### src/rtl/output_port_arbiter.sv
// Round-robin output-port scheduler for one router direction.
// Grants one requesting input block per packet, keeps the grant until the
// tail flit has been transferred, and then streams flits from that input's
// FIFO to the neighbour router under full/ret back-pressure.
module output_port_arbiter #(
  parameter int DATA_WIDTH = 8,
  parameter int N_IN       = 5,
  parameter int PTR_W      = 3
) (
  input  logic                       clk,
  input  logic                       rst,
  input  logic [N_IN-1:0]            req,
  input  logic [N_IN-1:0]            last,
  input  logic [N_IN*DATA_WIDTH-1:0] data_in,
  input  logic                       ret_in,
  output logic [N_IN-1:0]            pop,
  output logic [N_IN-1:0]            gnt,
  output logic                       val_out,
  output logic [DATA_WIDTH-1:0]      data_out,
  output logic                       busy
);

  typedef enum logic {
    IDLE = 1'b0,
    BUSY = 1'b1
  } state_e;

  state_e                  state_q, state_d;
  logic [N_IN-1:0]         gnt_q, gnt_d;
  logic [PTR_W-1:0]        gidx_q, gidx_d;
  logic [PTR_W-1:0]        ptr_q, ptr_d;
  logic                    val_q, val_d;
  logic [DATA_WIDTH-1:0]   data_q, data_d;

  logic [PTR_W-1:0]        start_idx;
  logic                    arb_found;
  logic [PTR_W-1:0]        arb_idx;
  logic                    xfer;
  logic                    tail;
  logic [DATA_WIDTH-1:0]   sel_data;

  // Round-robin search: lowest requester at or above the pointer wins,
  // otherwise the lowest requester overall (the wrap-around case).
  always_comb begin
    logic             hi_found;
    logic [PTR_W-1:0] hi_idx;
    logic [PTR_W-1:0] lo_idx;
    // NOTE: every variable gets a value before any branch so no latch is inferred.
    hi_found  = 1'b0;
    hi_idx    = '0;
    lo_idx    = '0;
    arb_found = 1'b0;
    // An out-of-range pointer can only come from a forced value; treat it as 0.
    start_idx = ({1'b0, ptr_q} < (PTR_W+1)'(N_IN)) ? ptr_q : '0;
    for (int i = N_IN - 1; i >= 0; i--) begin
      if (req[i]) begin
        arb_found = 1'b1;
        lo_idx    = PTR_W'(i);
        if (PTR_W'(i) >= start_idx) begin
          hi_found = 1'b1;
          hi_idx   = PTR_W'(i);
        end
      end
    end
    arb_idx = hi_found ? hi_idx : lo_idx;
  end

  // Transfer qualification and head-flit mux for the granted input; the
  // grant is one-hot, so masking with it keeps pop one-hot as well.
  always_comb begin
    xfer     = (state_q == BUSY) && ((gnt_q & req) != '0) && !ret_in;
    tail     = (gnt_q & last) != '0;
    pop      = xfer ? gnt_q : '0;
    sel_data = '0;
    for (int i = 0; i < N_IN; i++) begin
      if (gnt_q[i]) begin
        sel_data = sel_data | data_in[i*DATA_WIDTH +: DATA_WIDTH];
      end
    end
  end

  // Next-state logic: arbitrate in IDLE, stream and watch for the tail in BUSY.
  always_comb begin
    state_d = state_q;
    gnt_d   = gnt_q;
    gidx_d  = gidx_q;
    ptr_d   = ptr_q;
    val_d   = xfer;
    data_d  = xfer ? sel_data : data_q;
    unique case (state_q)
      IDLE: begin
        if (arb_found) begin
          state_d = BUSY;
          gnt_d   = N_IN'(1) << arb_idx;
          gidx_d  = arb_idx;
        end
      end
      BUSY: begin
        if (xfer && tail) begin
          state_d = IDLE;
          gnt_d   = '0;
          ptr_d   = (gidx_q == PTR_W'(N_IN - 1)) ? '0 : gidx_q + PTR_W'(1);
        end
      end
      default: state_d = IDLE;
    endcase
  end

  // State and output registers; reset abandons any packet in flight.
  always_ff @(posedge clk or negedge rst) begin
    if (!rst) begin
      state_q <= IDLE;
      gnt_q   <= '0;
      gidx_q  <= '0;
      ptr_q   <= '0;
      val_q   <= 1'b0;
      data_q  <= '0;
    end else begin
      // NOTE: non-blocking assignments so every register samples pre-edge values.
      state_q <= state_d;
      gnt_q   <= gnt_d;
      gidx_q  <= gidx_d;
      ptr_q   <= ptr_d;
      val_q   <= val_d;
      data_q  <= data_d;
    end
  end

  assign gnt      = gnt_q;
  assign val_out  = val_q;
  assign data_out = data_q;
  assign busy     = (state_q == BUSY);

endmodule

### config.mk
export PLATFORM = sky130hd
export DESIGN_NAME = output_port_arbiter
export DESIGN_NICKNAME = d
export VERILOG_FILES = /design/src/rtl/output_port_arbiter.sv
export SDC_FILE = /design/constraint.sdc
export NUM_CORES = 1
export LEC_CHECK = 0
export CAP_MARGIN = 10
export CORE_MARGIN = 4
export CORE_UTILIZATION = 27
export DETAILED_ROUTE_END_ITERATION = 7
export HOLD_SLACK_MARGIN = 0.05
export PLACE_DENSITY_LB_ADDON = 0.12
export SLEW_MARGIN = 5
export SYNTH_ARGS = -nofsm -noshare
export SYNTH_HDL_FRONTEND = slang
export SYNTH_SLANG_ARGS = --single-unit
export TNS_END_PERCENT = 100
### constraint.sdc
create_clock -name clk -period 2 [get_ports clk]
set_input_delay 0.3 -clock clk [delete_from_list [all_inputs] [get_ports clk]]
set_output_delay 0.3 -clock clk [all_outputs]
set_load 0.005 [all_outputs]
# == Word-level counts from Yosys, hierarchy flattened ==
# Cells that the tools add are included.
# classes
n_eq_ne,3
multipliers,0
magnitude_cmp,6
addsub,1
bitwise_logic,7
reduce_logical,9
div_mod_pow,0
n_mux,45
shifts,1
# op_table
op,count
3-bit 2-to-1 mux,18
8-bit 2-to-1 mux,5
8-bit OR,4
1-bit 2-to-1 mux,17
5-bit 2-to-1 mux,3
5-bit AND,2
5-bit one-hot mux with 2 select lines,1
5-bit nonzero test,2
1-bit by 3-bit >= comparator with 1-bit output (first input constant),2
2-bit by 3-bit >= comparator with 1-bit output (first input constant),2
2-bit AND reduction,3
1-bit by 3-bit << shifter with 5-bit output (first input constant),1
3-bit by 1-bit adder with 3-bit output (second input constant),1
3-bit == test (second input constant),1
3-bit >= comparator (first input constant),1
1-bit logical AND,3
3-bit < comparator (second input constant),1
2-bit by 1-bit != test with 1-bit output (second input constant),1
2-bit != test (second input constant),1
1-bit one-hot mux with 2 select lines,1
1-bit zero test,1
1-bit NOT,1
# totals
rom_bits,0
n_memories,0
latchBits,0
ram_bits,0
reg_bits,21
output_inout_bits,20
input_bits,53
elab_cells,78

# == Depth between registers and ports, before layout ==
# Gate-level depths: netlist of the first run.
# logic_depth
depth_word,17
mapped_depth,5
ltp_nobuf,5

# == Worst setup path before layout of the first run ==
# No wires, ideal clock.
# synth_timing
path_kind,register to output
from,"register gnt_q[3], in the netlist gnt[3]"
to,output port pop[0]
t_arrival_ns,1.251
t_required_ns,1.700
path_stages_with_launch,5
setup_slack_ns,0.449
n_path_buf,1
path_cell_list,dfrtp_1 -> a222oi_1 -> a21oi_2 -> clkbuf_1 -> and2_1
# synth_via
elab_chain_len,5
# synth_lines
item,line,text
"start, declared",29,"logic [N_IN-1:0] gnt_q, gnt_d;"
"start signal, assigned",121,gnt_q <= gnt_d;
5-bit AND,71,xfer = (state_q == BUSY) && ((gnt_q & req) != '0) && !ret_in;
5-bit nonzero test,71,
1-bit logical AND (2 in a row),71,
5-bit 2-to-1 mux,73,pop = xfer ? gnt_q : '0;
"end, declared",16,"output logic [N_IN-1:0] pop,"
# No other way between the ends.

# == Worst setup path after layout of the first run ==
# layout_timing
from,"register gnt_q[4], in the netlist gnt[4]"
to,output port pop[2]
# The elaborated chain is that of the path after synthesis.

==> flow_summary.json, run 1 <==
{
  "dieArea_sq_mm": 0.005725,
  "synth_area_leaders": "dfrtp_1 (43%), a222oi_1 (8.1%), a22oi_1 (6.1%), a31oi_1 (4.6%), nor2_1 (3.6%)",
  "top_layer_used": "met4",
  "drv_slew": 0,
  "root_buffer": "clkbuf_8",
  "multi_input_area_sq_um": 663.1,
  "yosysWarnings": 0,
  "worstPathRequired_ps": 1700,
  "syn_area_per_cell_sq_um": 9.509,
  "htreeDepth": 1,
  "routed-wl-met2_microns": 2349,
  "io-pin-count": 73,
  "routed_wl_microns": 4489,
  "clockBufferDepth": 2,
  "synth_cell_type_count": 37,
  "antenna_found_initial": 0,
  "drt-met1-wl_microns": 1781,
  "clkTransAtPathRegs_ps": 70,
  "setup_viol": 0,
  "antennaDiodeCount": 0,
  "grt_max_degree": 22,
  "coreArea_sq_mm": 0.004384,
  "fin_setup_tns_ps": 0,
  "worst_slack_ps": 157.4,
  "drive_above_1_share_pct": 14.22,
  "cp-end-kind": "primary output",
  "clk_latency_ps": 260,
  "mostFrequentLayoutCell": "clkdlybuf4s50_1",
  "cp.arrival_ps": 1540,
  "worst_slew_pin_slew_ps": 474.6,
  "fin_crit_sh_pct": 92.13,
  "track_usage_pct": 16.14,
  "max_cap_viol_count": 0,
  "timing.fmax_ghz": 0.5427,
  "period_minus_slack_ps": 1843,
  "post_synth_instance_area_sq_mm": 0.001236,
  "clock-sinks": 21,
  "wl_met3_microns": 345,
  "cp-start-kind": "flip-flop",
  "synth_cells": 130,
  "cts_made_buffers": 3,
  "dpl_cell_area_sq_mm": 0.002117,
  "fin_area_sq_mm": 0.002180,
  "slew-limit-headroom_pct": 68.29,
  "synth_top_cell_by_area": "dfrtp_1",
  "synth_top_area_share_pct": 42.51,
  "dpl.hpwl_microns": 3542,
  "start_util_pct": 28.20,
  "die_height_microns": 75.67,
  "synth_nets": 185,
  "synth_edf_count": 0,
  "ant_nets": 0,
  "place_ws_ps": -244.3,
  "status": "finished clean",
  "peakVddDrop_mv": 0.5445,
  "grt_pass1_vias": 1476,
  "seqCellArea_sq_um": 525.5,
  "cts_hold_buf": 0,
  "syn_to_final_growth_pct": 76.32,
  "row_count": 24,
  "r2r_slack_ps": 180,
  "place_congestion": 0.8460,
  "rsz0062_at_grt": "no",
  "final_cell_mix": "clkdlybuf4s50_1 (65), dfrtp_1 (21), buf_4 (19)",
  "drt_iter0_drc": 72,
  "synth-seq-area-share_pct": 42.51,
  "worst-setup-path-type": "reg -> out",
  "leakage_nw": 0.9046,
  "drc_errors": 0,
  "dr.pass1.iters": 4,
  "p_per_area_mw_per_mm2": 1108,
  "grt_pass1_wl_microns": 6920,
  "fillCellCount": 405,
  "final_util_pct": 49.71,
  "synthFlopType": "dfrtp_1",
  "routedWlPerCell_microns": 16.63,
  "worst_clock_skew_ps": 5.344,
  "grt_overflow": 0,
  "hold_viol": 0,
  "die_width_microns": 75.67,
  "final_nets": 274,
  "drt-vias-per-instance": 5.289,
  "via_count": 1428,
  "async_flop_share_pct": 100.0,
  "cts_tree": "built",
  "ys_ff_latch": 21,
  "critPathMaxFanout": 6,
  "io_buffers": 72,
  "hp-class": "in -> async"
}
==> Yosys cell counts, types with 4 or more instances <==
master,count
and2_1,5
inv_1,4
clkbuf_1,5
o21ai_0,4
nor2_1,12
nand2_1,5
a222oi_1,10
dfrtp_1,21
a31oi_1,9
nor3_1,4
a21oi_1,6
a22oi_1,10
==> timing repair <==
action | in CTS | in global routing
resized for setup | 6 | 6
setup buffers | 1 | 1
pin swaps | 2 | 7
cloned | 0 | 0
setup endpoints to repair | 5 | 5
==> flip-flops by register name, summed over array words and instances, names as in the netlist <==
name / flops
data_out: 8
gnt: 5
gidx_q: 3
ptr_q: 3
busy: 1
val_out: 1
==> final cells by class <==
cell class / count / area share [%]
repair buffers: 91 / 39.67
multi-input cells: 98 / 30.42
clock inverters: 1 / 0.2296
flip-flops and latches: 21 / 24.11
well taps: 52 / 2.985
clock buffers: 3 / 1.894
inverters: 4 / 0.6889
==> report_power, final <==
part           total [mW]  switching, mW  leakage, nW  internal, mW
Sequential          0.750          0.136        0.258         0.615
Clock               0.267          0.129       0.0255         0.138
Combinational        1.40          0.636        0.621         0.762
==> cell families (layout without fill, tap and decap cells) <==
group / after synthesis / count (layout) / share of synthesized area, %
AO/OA/AOI/OAI: 55 / 55 / 33.30
AND/OR/NAND/NOR: 40 / 40 / 17.41
flip-flops: 21 / 21 / 42.51
buffers and inverters: 11 / 99 / 3.846
adder cells (fa/ha/maj): 2 / 2 / 2.024
multiplexers: 1 / 1 / 0.9109
==> layer usage <==
metal | vias to the layer above | track usage, %
li1 | 694 | -
met4 | 0 | 2.524
met2 | 49 | 31.64
met1 | 683 | 17.86
met5 | - | 0
met3 | 2 | 3.562
==> through the flow <==
stage	hold WS [ps]	instances	power [mW]
2_1_floorplan	4.409	130	1.442
3_3_place_gp	492.5	264	2.128
3_5_place_dp	523.7	264	2.165
4_1_cts	385.8	269	2.447
5_1_grt	418.9	270	2.625
6_report	384.0	270	2.416
==> worst max-delay path: stages (launching register included) <==
cell	delay [ps]
dfrtp_1	390
a222oi_1	360
a21oi_2	160
and2_1	160
clkdlybuf4s15_1	210
==> final timing paths <==
| path | startpoint | to | cells after the start |
|---|---|---|---|
| worst max-delay path | gnt[4] | pop[2] | 4 |
| worst min-delay path | rst | data_out[4] | 2 |
| worst max register to register | gnt[4] | ptr_q[1] | 6 |
| worst min register to register | gidx_q[1] | gidx_q[1] | 1 |
| max in group asynchronous | rst | ptr_q[2] | 2 |
| min in group clk | req[4] | gidx_q[2] | 3 |
Power figures use the tool's default switching activity.
==> run 2: changes to the inputs <==
--- a/config.mk
+++ b/config.mk
@@ -8,7 +8,9 @@
 export CAP_MARGIN = 10
 export CORE_MARGIN = 4
 export CORE_UTILIZATION = 27
+export CTS_BUF_LIST = sky130_fd_sc_hd__clkbuf_8
 export DETAILED_ROUTE_END_ITERATION = 7
+export GPL_TIMING_DRIVEN = 0
 export HOLD_SLACK_MARGIN = 0.05
 export PLACE_DENSITY_LB_ADDON = 0.12
 export SLEW_MARGIN = 5
==> run 2 against run 1 <==
  * Clock skew increased by 4.5 ps
  * Routed wire length increased by 6.6%
  * Largest power group unchanged
  * Die area unchanged
  * Combinational power increased by 7%
  * Highest routed layer unchanged
  * Register-to-register slack got worse by 90 ps
  * Cell area increased by 2.0%
  * Sequential power increased by 2%
  * Utilization increased by 0.97 points
  * Worst setup slack got worse by 170 ps
  * The flow now finishes with violations (setup timing)
==> flow_summary.json, run 2 (same netlist as run 1, synthesis figures left out) <==
{
  "cts_hold_buf": 0,
  "leakage_nw": 0.9380,
  "grt_pass1_vias": 1520,
  "status": "complete, but fails checks",
  "swShare_pct": 37.68,
  "critPathMaxFanout": 5,
  "dpl.hpwl_microns": 3574,
  "cp-end-kind": "primary output",
  "fin_crit_sh_pct": 100.7,
  "setup_viol": 4,
  "power.total_mw": 2.540,
  "row_count": 24,
  "fin_area_sq_mm": 0.002222,
  "drt-vias-per-instance": 5.322,
  "dieArea_sq_mm": 0.005725,
  "pwr-share-clk_pct": 10.9,
  "die_height_microns": 75.67,
  "dpl_cell_area_sq_mm": 0.002022,
  "io-pin-count": 73,
  "r2r-end": "ptr_q[1]",
  "hold_path_depth": 1,
  "hp-class": "reg -> reg",
  "root_buffer": "clkbuf_8",
  "power_frac_comb_pct": 59.1,
  "final_nets": 277,
  "hold_viol": 0,
  "power_frac_seq_pct": 30.0,
  "io_buffers": 72,
  "drive_above_1_share_pct": 18.10,
  "clock-sinks": 21,
  "via_count": 1453,
  "fin_setup_tns_ps": -47.42,
  "grt_max_degree": 22,
  "numPlacedInstances": 254,
  "period_minus_slack_ps": 2015,
  "start_util_pct": 28.20,
  "min-delay-start": "gidx_q[1]",
  "worst-setup-path-type": "reg -> out",
  "largest_register_ffs": 8,
  "mostFrequentLayoutCell": "clkdlybuf4s50_1",
  "die_width_microns": 75.67,
  "max_cap_viol_count": 0,
  "p_per_area_mw_per_mm2": 1143,
  "peakVddDrop_mv": 0.4154,
  "antenna_found_initial": 0,
  "cp-start-kind": "flip-flop",
  "grt_overflow": 0,
  "cts_made_buffers": 3,
  "clkTransAtPathRegs_ps": 80,
  "place_congestion": 0.8821,
  "dr.pass1.iters": 4,
  "p_int_mw": 1.583,
  "cts_tree": "built",
  "track_usage_pct": 16.88,
  "drv_slew": 0,
  "rsz0062_at_grt": "yes",
  "antennaDiodeCount": 0,
  "cp.arrival_ps": 1710,
  "routed_wl_microns": 4786,
  "p_switching_mw": 0.9569,
  "timing.fmax_ghz": 0.4964,
  "routedWlPerCell_microns": 17.53,
  "worst_slack_ps": -14.51,
  "worst_clock_skew_ps": 9.868,
  "violations": "setup timing",
  "final_cell_mix": "clkdlybuf4s50_1 (62), dfrtp_1 (21), buf_4 (13)",
  "grt_pass1_wl_microns": 7210,
  "drc_errors": 0,
  "r2r_slack_ps": 90,
  "clk_latency_ps": 260,
  "worst_slew_pin_slew_ps": 980.5,
  "ff2ff_path_depth": 7,
  "fin_cells": 273,
  "reg2reg_from": "gnt[3]",
  "drt_iter0_drc": 66,
  "htreeDepth": 1,
  "syn_to_final_growth_pct": 79.76,
  "clockBufferDepth": 2,
  "min_to": "gidx_q[1]",
  "coreArea_sq_mm": 0.004384,
  "ant_nets": 0,
  "worstPathRequired_ps": 1700,
  "slew-limit-headroom_pct": 34.43
}
run 2: worst max path at each step:
stage               cells past startpoint      to  slack [ps]  startpoint
floorplan                               4  pop[0]         450      gnt[3]
global placement                        6  pop[0]        -800      req[3]
detailed placement                      6  pop[4]        -800      req[3]
CTS                                     6  pop[3]         -60      gnt[3]
global route                            6  pop[2]         -70      gnt[3]
finish                                  6  pop[2]         -10      gnt[3]
run 2: critical path, cell delays in order (launching register included):
cell and delay (ps):
dfrtp_1 390, a222oi_1 400, a21oi_2 130, clkbuf_8 160, buf_6 120, and2_4 150
buf_6 110
run 2: layer usage:
layer  vias to the layer above  global-route usage (%)  wire (microns)
li1                        694                       -               -
met1                       700                   19.42            1931
met2                        53                   31.64            2395
met3                         6                   3.958             411
met4                         0                   3.495              47
met5                         -                       0               0
run 2: area by class of cell:
type,instances,area (sq um)
Sequential cell,21,525.5
Clock inverter,1,5.005
Multi-Input combinational cell,98,680.7
Fill cell,422,2162
Tap cell,52,65.06
Timing Repair Buffer,87,837.1
Clock buffer,3,41.29
Buffer,7,52.55
Inverter,4,15.01
run 2: power by group through the flow:
stage	registers, mW	logic, mW	clock network [mW]
after floorplan	0.762	0.680	0
after global placement	0.770	1.28	0
after detailed placement	0.779	1.30	0
after CTS	0.763	1.49	0.289
after global routing	0.792	1.64	0.309
final	0.763	1.50	0.276
run 2: through the flow:
| stage | setup slack [ps] | util, % | hold WS (ps) |
|---|---|---|---|
| floorplan | 448.5 | - | 4.409 |
| global placement | -795.4 | 46.12 | 489.0 |
| detailed placement | -804.6 | 46.12 | 503.8 |
| CTS | -62.18 | 50.03 | 531.4 |
| global route | -69.91 | 50.68 | 545.3 |
| finish | -14.51 | 50.68 | 522.6 |
run 2: what timing repair did:
| action | CTS | global route |
|---|---|---|
| gates resized for setup | 35 | 11 |
| setup buffers | 16 | 0 |
| endpoints found under the setup margin | 5 | 7 |
| pin swaps | 2 | 3 |
==> run 3: changes to the inputs <==
--- a/config.mk
+++ b/config.mk
@@ -8,7 +8,7 @@
 export CAP_MARGIN = 10
 export CORE_MARGIN = 4
 export CORE_UTILIZATION = 27
-export CTS_BUF_LIST = sky130_fd_sc_hd__clkbuf_8
+export CTS_BUF_LIST = sky130_fd_sc_hd__clkbuf_16
 export DETAILED_ROUTE_END_ITERATION = 7
 export GPL_TIMING_DRIVEN = 0
 export HOLD_SLACK_MARGIN = 0.05
==> run 3 against run 2 <==
  * The run now ends clean
  * Cell area grew 1.5%
  * Non-clock buffer count stayed put
  * Via count up 1.8%
  * Global-route usage decreased by 0.055 points
  * Maximum frequency is 1.2% higher
  * Worst setup slack gained 25 ps
  * Combinational power about the same
  * Die area is the same
  * Count of clock-buffer cells in the layout is the same
  * Clock skew shrank 1.7 ps
  * Sequential share of layout area fell by 0.35 points
==> flow_summary.json, run 3 (same netlist as run 1, synthesis figures left out) <==
{
  "drive_above_1_share_pct": 18.10,
  "coreArea_sq_mm": 0.004384,
  "root_buffer": "clkbuf_16",
  "period_minus_slack_ps": 1990,
  "slew-limit-headroom_pct": 33.29,
  "worstPathRequired_ps": 1700,
  "io_buffers": 72,
  "routed_wl_microns": 4762,
  "antennaDiodeCount": 0,
  "start_util_pct": 28.20,
  "die_height_microns": 75.67,
  "routedWlPerCell_microns": 17.44,
  "p_per_area_mw_per_mm2": 1189,
  "hold-worst-slack_ps": 519.0,
  "fin_area_sq_mm": 0.002256,
  "clkTransAtPathRegs_ps": 60,
  "crit_top_cell": "buf_6",
  "worst_clock_skew_ps": 8.160,
  "final_nets": 277,
  "clk_latency_ps": 250,
  "clockBufferDepth": 2,
  "critPathMaxFanout": 5,
  "io-pin-count": 73,
  "status": "finished clean",
  "drc_errors": 0,
  "peakVddDrop_mv": 0.5934,
  "max_cap_viol_count": 0,
  "drv_slew": 0,
  "grt_pass1_vias": 1519,
  "cts_made_buffers": 3,
  "dr.pass1.iters": 7,
  "hp-class": "reg -> reg",
  "die_width_microns": 75.67,
  "final_cell_mix": "clkdlybuf4s50_1 (62), dfrtp_1 (21), buf_4 (13)",
  "dpl_cell_area_sq_mm": 0.002022,
  "cp.arrival_ps": 1690,
  "worst-setup-path-type": "reg -> out",
  "cts_hold_buf": 0,
  "place_congestion": 0.8821,
  "worst_slew_pin_slew_ps": 997.5,
  "leakage_nw": 0.9534,
  "drt_iter0_drc": 70,
  "dpl.hpwl_microns": 3574,
  "grt_pass1_wl_microns": 7176,
  "max_stage_delay_ps": 390,
  "setup_viol": 0,
  "antenna_found_initial": 0,
  "track_usage_pct": 16.83,
  "crit_slowest_cell": "dfrtp_1",
  "multi_input_area_sq_um": 680.7,
  "via_count": 1479,
  "largest_register_ffs": 8,
  "row_count": 24,
  "clock-sinks": 21,
  "cp-start-kind": "flip-flop",
  "dieArea_sq_mm": 0.005725,
  "mostFrequentLayoutCell": "clkdlybuf4s50_1",
  "drt-vias-per-instance": 5.418,
  "rsz0062_at_grt": "yes",
  "seqCellArea_sq_um": 525.5,
  "cts_tree": "built",
  "grt_overflow": 0,
  "htreeDepth": 1,
  "grt_max_degree": 22,
  "cp-end-kind": "primary output",
  "fin_crit_sh_pct": 99.48,
  "syn_to_final_growth_pct": 82.49,
  "ant_nets": 0,
  "fillCellCount": 418,
  "cp_cell_sequence": "a222oi_1 > a21oi_2 > clkbuf_8 > buf_6 > and2_4 > buf_6",
  "timing.fmax_ghz": 0.5026,
  "hold_viol": 0
}
run 3: cell counts in the layout (fill, tap and decap cells not counted):
Identical to the previous run, type by type.
run 3: worst max-delay path, delay by kind of cell, from the launching register on:
family	cells	cell delay, ps
AND/OR/NAND/NOR	1	150
buffers and inverters	3	390
AO/OA/AOI/OAI	2	510
flip-flops	1	390
run 3: layout make-up:
type / instances / area share [%]
tap: 52 / 2.884
sequential: 21 / 23.29
buffer: 7 / 2.329
multi-input combinational: 98 / 30.17
timing repair buffer: 87 / 37.10
clock inverter: 1 / 0.2219
inverter: 4 / 0.6656
clock buffer: 3 / 3.328
run 3: per-stage QoR:
stage | setup TNS (ps) | setup WS, ps | total power, mW | std cells | utilization, %
CTS | -146.7 | -42.38 | 2.692 | 274 | 50.80
detailed placement | -4861 | -804.6 | 2.078 | 254 | 46.12
floorplan | 0 | 448.5 | 1.442 | 130 | -
finish | 0 | 10.34 | 2.682 | 273 | 51.46
global placement | -4772 | -795.4 | 2.046 | 254 | 46.12
global route | -220.7 | -51.38 | 2.884 | 273 | 51.46
run 3: repair_timing:
action | CTS | global route
setup buffers | 16 | 0
pin swaps | 2 | 3
gates resized for setup | 35 | 11
hold endpoints to repair | 0 | 0
setup endpoints to repair | 5 | 7
run 3: worst paths after layout:
| path | from | endpoint | slack (ps) | depth (start not counted) |
|---|---|---|---|---|
| max in group asynchronous | rst | busy | 790 | 1 |
| worst max register to register | gnt[4] | ptr_q[1] | 100 | 7 |
| min in group asynchronous | rst | data_out[4] | 590 | 1 |
| worst min register to register | gidx_q[1] | gidx_q[1] | 520 | 1 |
| worst min-delay path | gidx_q[1] | gidx_q[1] | 520 | 1 |
| worst max-delay path | gnt[4] | pop[2] | 10 | 6 |
run 3: layer usage:
layer	global-route usage (%)	vias up	share of wire [%]
met1	19.33	720	41
met2	31.26	57	50
met5	0	-	0
li1	-	696	-
met3	3.958	6	8.0
met4	4.078	0	1.0
run 3: power by group:
group          total (mW)  internal (mW)  switching, mW
registers           0.766          0.616          0.150
clock network       0.418          0.268          0.150
logic                1.50          0.830          0.668
